[config.mk]
export PLATFORM = sky130hd
export DESIGN_NAME = keyed_dut_seq
export DESIGN_NICKNAME = d
export VERILOG_FILES = /design/src/rtl/keyed_dut_seq.sv
export SDC_FILE = /design/constraint.sdc
export NUM_CORES = 1
export LEC_CHECK = 0
export CAP_MARGIN = 20
export CORE_ASPECT_RATIO = 0.75
export CORE_MARGIN = 2
export CORE_UTILIZATION = 55
export CTS_BUF_LIST = sky130_fd_sc_hd__clkbuf_4
export CTS_CLUSTER_DIAMETER = 50
export CTS_CLUSTER_SIZE = 8
export DETAILED_ROUTE_END_ITERATION = 8
export PLACE_DENSITY = 0.8
export SKIP_LAST_GASP = 1
export SLEW_MARGIN = 20
export SYNTH_ARGS = -nofsm -noshare
export SYNTH_HDL_FRONTEND = slang
export SYNTH_SLANG_ARGS = --single-unit
[constraint.sdc]
create_clock -name clk -period 2.8 [get_ports clk]
set_input_delay 0.42 -clock clk [delete_from_list [all_inputs] [get_ports clk]]
set_output_delay 0.42 -clock clk [all_outputs]
set_load 0.005 [all_outputs]
[src/rtl/keyed_dut_seq.sv]
// Keyed XOR-fold compressor with a serial key loader and a precharge/evaluate query sequencer.
// Each query runs rep_n+1 PRE/EVAL pairs and then holds the result until out_ready.
module keyed_dut_seq #(
    parameter int unsigned IN_W  = 36,
    parameter int unsigned OUT_W = 7,
    parameter int unsigned KEY_W = 15,
    parameter int unsigned REP_W = 8
) (
    input  logic             clk,
    input  logic             rst,
    input  logic             key_clr,
    input  logic             key_sen,
    input  logic             key_sin,
    output logic             key_valid,
    input  logic [REP_W-1:0] rep_n,
    input  logic             in_valid,
    output logic             in_ready,
    input  logic [IN_W-1:0]  in_data,
    output logic             out_valid,
    input  logic             out_ready,
    output logic [OUT_W-1:0] out_data,
    output logic             eval_strobe,
    output logic             busy
);

    localparam int unsigned CNT_W = $clog2(KEY_W + 1);
    localparam logic [CNT_W-1:0] KEY_FULL = CNT_W'(KEY_W);

    typedef enum logic [1:0] {StIdle, StPre, StEval, StDone} state_t;

    state_t             state_q;
    logic [KEY_W-1:0]   key_q;
    logic [CNT_W-1:0]   cnt_q;
    logic [IN_W-1:0]    pat_q;
    logic [IN_W-1:0]    core_q;
    logic [REP_W-1:0]   rep_q;
    logic [OUT_W-1:0]   y;

    assign key_valid = (cnt_q == KEY_FULL);
    assign in_ready  = (state_q == StIdle) && key_valid;

    // Fold the keyed pattern: bit i lands on output bit i mod OUT_W.
    always_comb begin
        y = '0;
        for (int unsigned i = 0; i < IN_W; i++) begin
            y[i % OUT_W] = y[i % OUT_W] ^ core_q[i] ^ key_q[i % KEY_W];
        end
    end

    always_ff @(posedge clk) begin
        if (rst) begin
            state_q     <= StIdle;
            key_q       <= '0;
            cnt_q       <= '0;
            pat_q       <= '0;
            core_q      <= '0;
            rep_q       <= '0;
            out_data    <= '0;
            out_valid   <= 1'b0;
            eval_strobe <= 1'b0;
            busy        <= 1'b0;
        end else begin
            unique case (state_q)
                StIdle: begin
                    if (key_clr) begin
                        key_q <= '0;
                        cnt_q <= '0;
                    end else if (key_sen) begin
                        key_q <= (key_q << 1) | KEY_W'(key_sin);
                        if (cnt_q != KEY_FULL) begin
                            cnt_q <= cnt_q + 1'b1;
                        end
                    end
                    if (in_valid && key_valid) begin
                        pat_q   <= in_data;
                        rep_q   <= rep_n;
                        core_q  <= '0;
                        busy    <= 1'b1;
                        state_q <= StPre;
                    end
                end
                StPre: begin
                    core_q      <= pat_q;
                    eval_strobe <= 1'b1;
                    state_q     <= StEval;
                end
                StEval: begin
                    out_data    <= y;
                    eval_strobe <= 1'b0;
                    if (rep_q == '0) begin
                        out_valid <= 1'b1;
                        state_q   <= StDone;
                    end else begin
                        rep_q   <= rep_q - 1'b1;
                        core_q  <= '0;
                        state_q <= StPre;
                    end
                end
                StDone: begin
                    if (out_ready) begin
                        out_valid <= 1'b0;
                        busy      <= 1'b0;
                        state_q   <= StIdle;
                    end
                end
                default: state_q <= StIdle;
            endcase
        end
    end

endmodule

Yosys cells after proc, flatten, opt, wreduce, memory -nomap -nowiden
Cells that the tools add are included.

word-level totals
  flip-flop bits (word level) = 111
  latch bits = 0
  memory bits (writable) = 0
  memory bits (read-only) = 0
  input bits = 51
  output and inout port bits = 12
  word-level logic and storage cells = 127
  memories = 0

operators by class
  add/sub/neg operators = 2
  multiply operators = 0
  divide/modulo/power cells = 0
  magnitude comparators = 0
  equal/unequal tests = 9
  shift operators = 0
  mux-type cells = 21
  bitwise operators = 66
  reduce and logical (&&, ||, !) cells = 19

operators with widths
  operator                                                               count
  36-bit case mux with 3 select lines                                    1
  36-bit two-way mux                                                     2
  1-bit bitwise XOR                                                      65
  15-bit two-way mux                                                     2
  8-bit two-way mux                                                      2
  8-bit case mux with 2 select lines                                     1
  15-bit by 1-bit OR with 15-bit output                                  1
  3-bit AND reduction                                                    5
  4-bit two-way mux                                                      3
  2-bit nonzero test                                                     6
  8-bit logical NOT                                                      1
  2-bit case mux with 4 select lines                                     1
  8-bit by 1-bit subtractor with 8-bit output, second input constant     1
  2-bit two-way mux                                                      3
  2-bit != test, second input constant                                   3
  1-bit case mux with 2 select lines                                     3
  2-bit AND reduction                                                    3
  4-bit by 1-bit adder with 4-bit output, second input constant          1
  2-bit equality test, second input constant                             2
  4-bit equality test, second input constant                             1
  4-bit != test, second input constant                                   1
  1-bit two-way mux                                                      3
  3-bit nonzero test                                                     1
  2-bit by 1-bit equality test with 1-bit output, second input constant  1
  other kinds (3)                                                        4

Logic depth before layout (Yosys ltp)
Gate-level depths: netlist of run 1.

  depth after elaboration = 11
  mapped depth = 9
  mapped depth without buffers = 7

Worst setup path after synthesis of run 1
OpenSTA, ideal clock, no wires.

  path type = reg-to-reg
  start = reg state_q[0]
  end = reg core_q[10]
  library setup time = 0.132 ns
  arrival time = 1.718 ns
  data required time = 2.668 ns
  setup slack = 0.950 ns
  stages on the path, launching flop included = 10
  path buffers = 2
  period minus slack after synthesis = 1.850 ns
  cells stage by stage = dfxtp_1 inv_1 ha_1 and4bb_4 a22o_4 or2_1 buf_4 buf_4 nand2_1 a21oi_1

between the ends
  longest elaborated chain between the ends = 3
  elaborated cells between the ends (all ways) = 8
  classes of those cells = eq/ne (4); mux (1); reduce/logical (3)

RTL lines
  item                                                          RTL line  RTL
  start, declared                                               31        state_t state_q;
  start signal, assigned                                        52        state_q <= StIdle;
  start signal, assigned                                        79        state_q <= StPre;
  start signal, assigned                                        85        state_q <= StEval;
  2-bit equality test, or another cell as far along             63        unique case (state_q)
  2-bit != test (no source line), or another cell as far along  --
  3-bit AND reduction (no source line)                          --
  end signal, assigned                                          83        core_q <= pat_q;
  end, declared                                                 35        logic [IN_W-1:0] core_q;

Several ways; a longest one is shown, not always the timed one.
A chain may end at the register's enable or synchronous reset.

Worst setup path in the final report of run 1
  start = reg state_q[0]
  end = out in_ready

between the ends
  longest elaborated chain between the ends = 2

RTL lines
  item               RTL line  RTL
  2-bit logical NOT  40        assign in_ready = (state_q == StIdle) && key_valid;
  1-bit logical AND  40
  end, declared      17        output logic in_ready,

No other way between the ends.

==> results of run 1 <==
-- synthesized netlist by cell type, types with 2 or more instances --
cell type | number | area (um2)
nand2_1 | 117 | 439
dfxtp_1 | 111 | 2220
a21oi_1 | 80 | 400
xnor2_1 | 48 | 420
nand3_1 | 44 | 220
nor2_1 | 41 | 154
clkbuf_1 | 18 | 67.6
a22oi_1 | 16 | 120
xor2_1 | 12 | 105
a211oi_1 | 10 | 75.1
buf_2 | 9 | 45.0
inv_1 | 9 | 33.8
o21ai_0 | 8 | 40.0
ha_1 | 7 | 87.6
buf_4 | 5 | 37.5
nand2b_1 | 3 | 18.8
a21boi_0 | 2 | 15.0
a222oi_1 | 2 | 20.0
a31oi_1 | 2 | 12.5
buf_6 | 2 | 22.5
clkbuf_8 | 2 | 27.5
mux2i_1 | 2 | 20.0
nor4_1 | 2 | 12.5
o21a_1 | 2 | 15.0
o21ai_1 | 2 | 10.0
-- layer usage --
metal	up-vias	wire, um
li1	2033	-
met3	12	547
met4	0	136
met2	94	4830
met5	-	0
met1	1861	4870
-- flip-flops by register name, summed over array words and instances (netlist names), 2 cells and up --
signal    count
rep_q         8
pat_q        36
core_q       36
out_data      7
state_q       2
cnt_q         4
key_q        15
-- how the worst max path moves through the flow --
stage | startpoint | endpoint | cells after the start
finish | state_q[0] | in_ready | 5
global route | state_q[1] | in_ready | 5
CTS | state_q[0] | in_ready | 5
detailed placement | in_valid | rep_q[7] | 6
global placement | in_valid | rep_q[7] | 6
floorplan | state_q[0] | core_q[10] | 9
-- worst reg2reg max path, delay by kind of cell, from the launching register on --
kind            cells  cell delay, ns
buf+inv             1            0.11
simple gates        2            0.45
flops               1            0.37
fa+ha+maj           1            0.46
compound gates      3            0.70
-- stage by stage --
step / util / hold WS, ns
2_1_floorplan: - / 0.437
3_3_place_gp: 0.644 / 0.446
3_5_place_dp: 0.644 / 0.451
4_1_cts: 0.666 / 0.433
5_1_grt: 0.666 / 0.437
6_report: 0.666 / 0.464
-- cell type report --
cell class / instances / area, um2 / area share
Multi-Input combinational cell: 418 / 2370 / 0.418
Sequential cell: 111 / 2220 / 0.393
Timing Repair Buffer: 74 / 718 / 0.127
Tap cell: 108 / 135 / 0.0239
Clock inverter: 7 / 113 / 0.0199
Clock buffer: 9 / 67.6 / 0.0119
Inverter: 9 / 33.8 / 0.00597
-- power groups by stage --
stage	combinational, mW	clock, mW	sequential (mW)
finish	0.519	0.934	1.63
global route	0.566	1.02	1.63
CTS	0.514	0.958	1.63
detailed placement	0.511	0	1.66
global placement	0.501	0	1.66
floorplan	0.349	0	1.66
-- cells by family (layout without fill, tap and decap cells) --
family | Yosys count | after routing
adder cells (fa/ha/maj) | 7 | 7
XOR/XNOR | 60 | 60
AND/OR/NAND/NOR | 218 | 218
buffers and inverters | 46 | 99
flip-flops | 111 | 111
multiplexers | 2 | 2
AO/OA/AOI/OAI | 131 | 131
==> out/results.ini, run 1 <==
[logic_synthesis]
avgSynthCellArea_um2 = 8.39
synth-adder-area-share = 0.0182
synth_mux_area_frac = 0.00415
ys_types = 44
ys_ff_latch = 111
ys_async_sr_fraction = 0
synth-edff-count = 0
synth_top_family_by_area = simple AND/OR/NAND/NOR gates
syn-instance-count = 575
synth_fp_nets = 633
synth_xor_xnor_area_share = 0.109
ys_seq_area_frac = 0.461
yosys_warnings = 0
syn_area_mm2 = 0.00482
synthSimpleGateAreaFrac = 0.197
synth_compound_area_frac = 0.161
synth_ff_type = dfxtp_1

[placed_design]
dp.cells = 720
io_buffers = 62
place_area_mm2 = 0.00547
dpl_worst_slack_ns = 0.516
gp_congestion = 0.878
hpwlAfterDp_um = 7160

[cts]
hold_buffers = 0
clk_pin_slew_ns = 0.18
ctsResizeCount = 0
clock_latency_ns = 0.47
cts_tree = built
numCtsBuffers = 9
cts_num_sinks = 111
root_buffer = clkbuf_4
cts.path.max_buffers = 2
cts_setup_buffers = 0
h-tree-depth = 3

[outcome]
status = finished, final reports clean

[finish]
final_area_mm2 = 0.00566
area_growth_pct = 17.3
diodes = 0
final_cells = 736
final_common_cell = nand2_1
drive_above_1_share = 0.0573
final_cell_mix = nand2_1 (117), dfxtp_1 (111), a21oi_1 (80)
nFillCells = 778
nets = 681

[detailed_routing]
antenna_left = 0
drc = 0
first_iter_violations = 367
wirelength_um = 10400
num_vias = 4000
vias_per_cell = 5.43
drtPass1Iterations = 5
wl_per_cell_um = 14.1

[power]
pwr-share-seq = 0.528
switchingPower_mw = 0.900
leakage_nw = 1.94
p_int_mw = 2.18
p_sw_frac = 0.292
pwr-share-comb = 0.168
p_total_mw = 3.08
clkPwrFrac = 0.303
p_per_area_mw_per_mm2 = 545
ir_drop_mv = 0.378

[critical_path]
reg2reg_depth = 7
cpMostUsedCell = inv_1
max_stage_delay_ns = 0.52
critPathTopFamily = buffers and inverters
endpoint_kind = output port
r2r_end = rep_q[7]
critical_path_buf_inv_count = 3
r2r_slack_ns = 0.65
cpMaxStageDelayCell = clkdlybuf4s50_1
path_class = reg2out
rr_startpoint = state_q[0]
cp-start-kind = register
arrival_ns = 2.20
cp_cell_sequence = inv_1 > ha_1 > inv_1 > nor2_1 > clkdlybuf4s50_1
crit_required_ns = 2.38
crit_fanout = 14

[hold_path]
min_from = in_data[32]
min_path_type = in2reg
min_path_cells = 3
min_to = pat_q[32]

[global_routing]
antenna_found_initial = 0
grt_use_total = 0.220
grt_util_met2 = 0.360
grt_pass1_vias = 3695
grt_pass1_wl_um = 17100
overflow = 0
grt_max_degree = 110
grt.met3_usage = 0.0529
use_met1 = 0.294
grt-busiest-layer = met2

[floorplanning]
top_level_ports = 63
fp.dieH_um = 85.1
die-width_um = 112
placementRows = 29
dieArea_mm2 = 0.00954
start_util = 0.568
core_mm2 = 0.00849

[sta]
worst_pin_slew_ns = 0.641
finalSetupViolations = 0
setup_tns_ns = 0
slew_headroom = 0.573
fmax_ghz = 0.381
fin_crit_sh = 0.936
period_minus_slack_ns = 2.62
hold_viol_final = 0
rsz0062_at_grt = false
skew_ns = 0.0176
final_max_slew_viol_count = 0
worst_slack_ns = 0.179

[run]
cap_violations = 0

(Power assumes the default switching activity.)
==> inputs of run 2 (changes only) <==
Settings changed: ABC_AREA set to 1, CORE_MARGIN 2 to 4, PLACE_DENSITY 0.8 to 0.79.
==> run 2 against run 1 <==
Register-to-register slack worse by 0.16 ns. Critical path depth shrank 1. Fmax increased by 9.9%. Count of clock-buffer cells in the layout unchanged. Via count is 19% higher. Clock power decreased by 21%. Power increased by 43%. Combinational power rose to 3.4 times the previous value. Cell area rose by 9.0%. Global-route usage grew 0.55 points. Largest cell class unchanged.
==> out/results.ini, run 2 <==
[global_routing]
grt_use_total = 0.225  ; +0.00547
antenna_found_initial = 0  ; unchanged
grt_pass1_wl_um = 20800  ; +22%
grt_pass1_vias = 4572  ; +24%
grt_max_degree = 48  ; -56%
overflow = 0  ; unchanged

[logic_synthesis]
synth_commonest_cells = nand2_1 (148), dfxtp_1 (111), nor2_1 (111), inv_1 (67), a21oi_1 (49)
synth_most_common_cell = nand2_1
ys_seq_area_frac = 0.411  ; -0.0503
yosys_warnings = 0  ; unchanged
synth_ff_type = dfxtp_1
synth_top_area_share = 0.411  ; -0.0503
synth-edff-count = 0  ; unchanged
synth_area_leaders = dfxtp_1 (41%), nand2_1 (10%), nor2_1 (7.7%)
ys_types = 32  ; -27%
avgSynthCellArea_um2 = 7.38  ; -12%
ys_ff_latch = 111  ; unchanged
yosysTopAreaCell = dfxtp_1
ys_async_sr_fraction = 0  ; unchanged
synth_fp_nets = 791  ; +25%
syn-instance-count = 733  ; +27%
syn_area_mm2 = 0.00541  ; +12%

[critical_path]
r2r_end = core_q[6]
cp-start-kind = register
cpMaxStageDelayCell = clkdlybuf4s50_1
arrival_ns = 1.97  ; -0.23 ns
endpoint_kind = output port
max_stage_delay_ns = 0.53  ; about the same
rr_startpoint = state_q[0]
crit_required_ns = 2.38  ; about the same
path_class = reg2out
cp_cell_sequence = inv_1 > ha_1 > nor3b_2 > clkdlybuf4s50_1
crit_fanout = 6  ; -8
reg2reg_depth = 9  ; +2
r2r_slack_ns = 0.49  ; -0.16 ns

[finish]
drive_above_1_share = 0.0565  ; -0.000842
top_regs = core_q x36, pat_q x36, key_q x15
area_growth_pct = 13.9
diodes = 0  ; unchanged
final_common_cell = nand2_1
final_cell_mix = nand2_1 (148), nor2_1 (111), dfxtp_1 (111)
nets = 832  ; +22%

[cts]
hold_buffers = 0  ; unchanged
cts_setup_buffers = 0  ; unchanged
cts_tree = built
cts_num_sinks = 111  ; unchanged
clk_pin_slew_ns = 0.16  ; -0.02 ns
h-tree-depth = 3  ; unchanged
ctsResizeCount = 0  ; unchanged
cts.path.max_buffers = 2  ; unchanged
root_buffer = clkbuf_4
numCtsBuffers = 9  ; unchanged
clock_latency_ns = 0.46  ; about the same

[sta]
finalSetupViolations = 0  ; unchanged
setup_tns_ns = 0  ; unchanged
worst_pin_slew_ns = 0.859  ; +0.219 ns
final_max_slew_viol_count = 0  ; unchanged
fin_crit_sh = 0.852  ; -0.0841
hold_viol_final = 0  ; unchanged
slew_headroom = 0.427  ; -0.146
skew_ns = 0.0192  ; +0.00156 ns
rsz0062_at_grt = false
period_minus_slack_ns = 2.39  ; -0.235 ns
fmax_ghz = 0.419  ; +9.9%
holdWs_ns = 0.492  ; +0.0282 ns

[floorplanning]
top_level_ports = 63  ; unchanged
fp.dieH_um = 93.9  ; +10%
start_util = 0.563  ; -0.00524
die-width_um = 123  ; +9.3%
dieArea_mm2 = 0.0115  ; +21%
placementRows = 31  ; +6.9%
core_mm2 = 0.00962  ; +13%

[hold_path]
min_path_type = reg2reg
min_to = core_q[18]
min_from = core_q[18]
min_path_cells = 2  ; -1

[detailed_routing]
first_iter_violations = 329  ; -10%
antenna_left = 0  ; unchanged
num_vias = 4754  ; +19%
wl_per_cell_um = 13.5  ; -4.2%
drc = 0  ; unchanged
drtPass1Iterations = 5  ; unchanged
wirelength_um = 12300  ; +19%
vias_per_cell = 5.22  ; -4.0%

[power]
pwr-share-seq = 0.432  ; -0.096
pwr-share-comb = 0.401  ; +0.233
p_int_mw = 2.64  ; +21%
leakage_nw = 2.58  ; +33%
clkPwrFrac = 0.167  ; -0.136
p_sw_frac = 0.402  ; +0.110
p_per_area_mw_per_mm2 = 715  ; +31%
ir_drop_mv = 0.311  ; -18%
switchingPower_mw = 1.77  ; +97%

[run]
cap_violations = 0  ; unchanged

[placed_design]
gp_congestion = 0.883  ; +0.60%
hpwlAfterDp_um = 9000  ; +26%
io_buffers = 62  ; unchanged

[outcome]
status = finished, final reports clean

## run 2: cell types whose count changed after synthesis, sizes merged, moves of 16 or more
cell,before,now
a22oi,16,0
inv,9,68
a21oi,80,49
xnor2,48,23
o21ai,10,53
nand2,117,152
nor2,42,113
nand3b,1,31
## run 2: metrics by stage
stage                     area, um2  cells  setup WS, ns   util  total power [mW]
after detailed placement       6020    894         0.339  0.626              3.67
after CTS                      6140    910         0.362  0.638              4.40
after floorplan                5410    733          1.13      -              3.33
after global routing           6170    911         0.243  0.641              4.75
final                          6170    911         0.414  0.641              4.41
after global placement         6020    894         0.514  0.626              3.57
## run 2: per-layer routing
metal  global-route usage  wire length (um)  vias up
met2                0.371              5930      109
li1                     -                 -     2437
met1                0.301              5680     2195
met3               0.0494               598       13
met5                    0                 0        -
met4               0.0568                99        0
## run 2: area by class of cell
type / instances / area, um2
multi-input cells: 514 / 2710
well taps: 132 / 165
flip-flops and latches: 111 / 2220
clock inverters: 7 / 55.1
inverters: 69 / 259
fillers: 866 / 3450
clock buffers: 9 / 67.6
repair buffers: 69 / 688
## run 2: how the worst max path moves through the flow
stage	startpoint	endpoint	slack [ns]	cells after the start
final	state_q[1]	in_ready	0.41	4
after global placement	in_valid	core_q[6]	0.51	7
after detailed placement	state_q[0]	pat_q[9]	0.34	7
after global routing	state_q[0]	core_q[13]	0.24	9
after CTS	state_q[0]	pat_q[9]	0.36	7
after floorplan	state_q[0]	core_q[21]	1.13	10
## run 2: cell families (layout without fill, tap and decap cells)
family                     count (synthesis)  in the layout  synth area share
DFF                                      111            111             0.411
and+or+nand+nor                          344            344             0.291
buffers and inverters                    108            154            0.0888
AOI/OAI and AO/OA                        120            120             0.124
xor gates and xnor gates                  42             42            0.0680
muxes                                      1              1           0.00185
adders and majority gates                  7              7            0.0162
## run 2: worst max-delay path, delay by kind of cell, from the launching register on
family,cells,cell delay [ns]
buffers and inverters,2,0.65
and+or+nand+nor,1,0.23
DFF,1,0.36
adders and majority gates,1,0.28
## run 2: power groups by stage
stage,registers [mW],clock network [mW],logic [mW]
2_1_floorplan,1.87,0,1.46
3_3_place_gp,1.92,0,1.65
3_5_place_dp,1.93,0,1.74
4_1_cts,1.90,0.744,1.76
5_1_grt,1.92,0.807,2.02
6_report,1.91,0.738,1.77
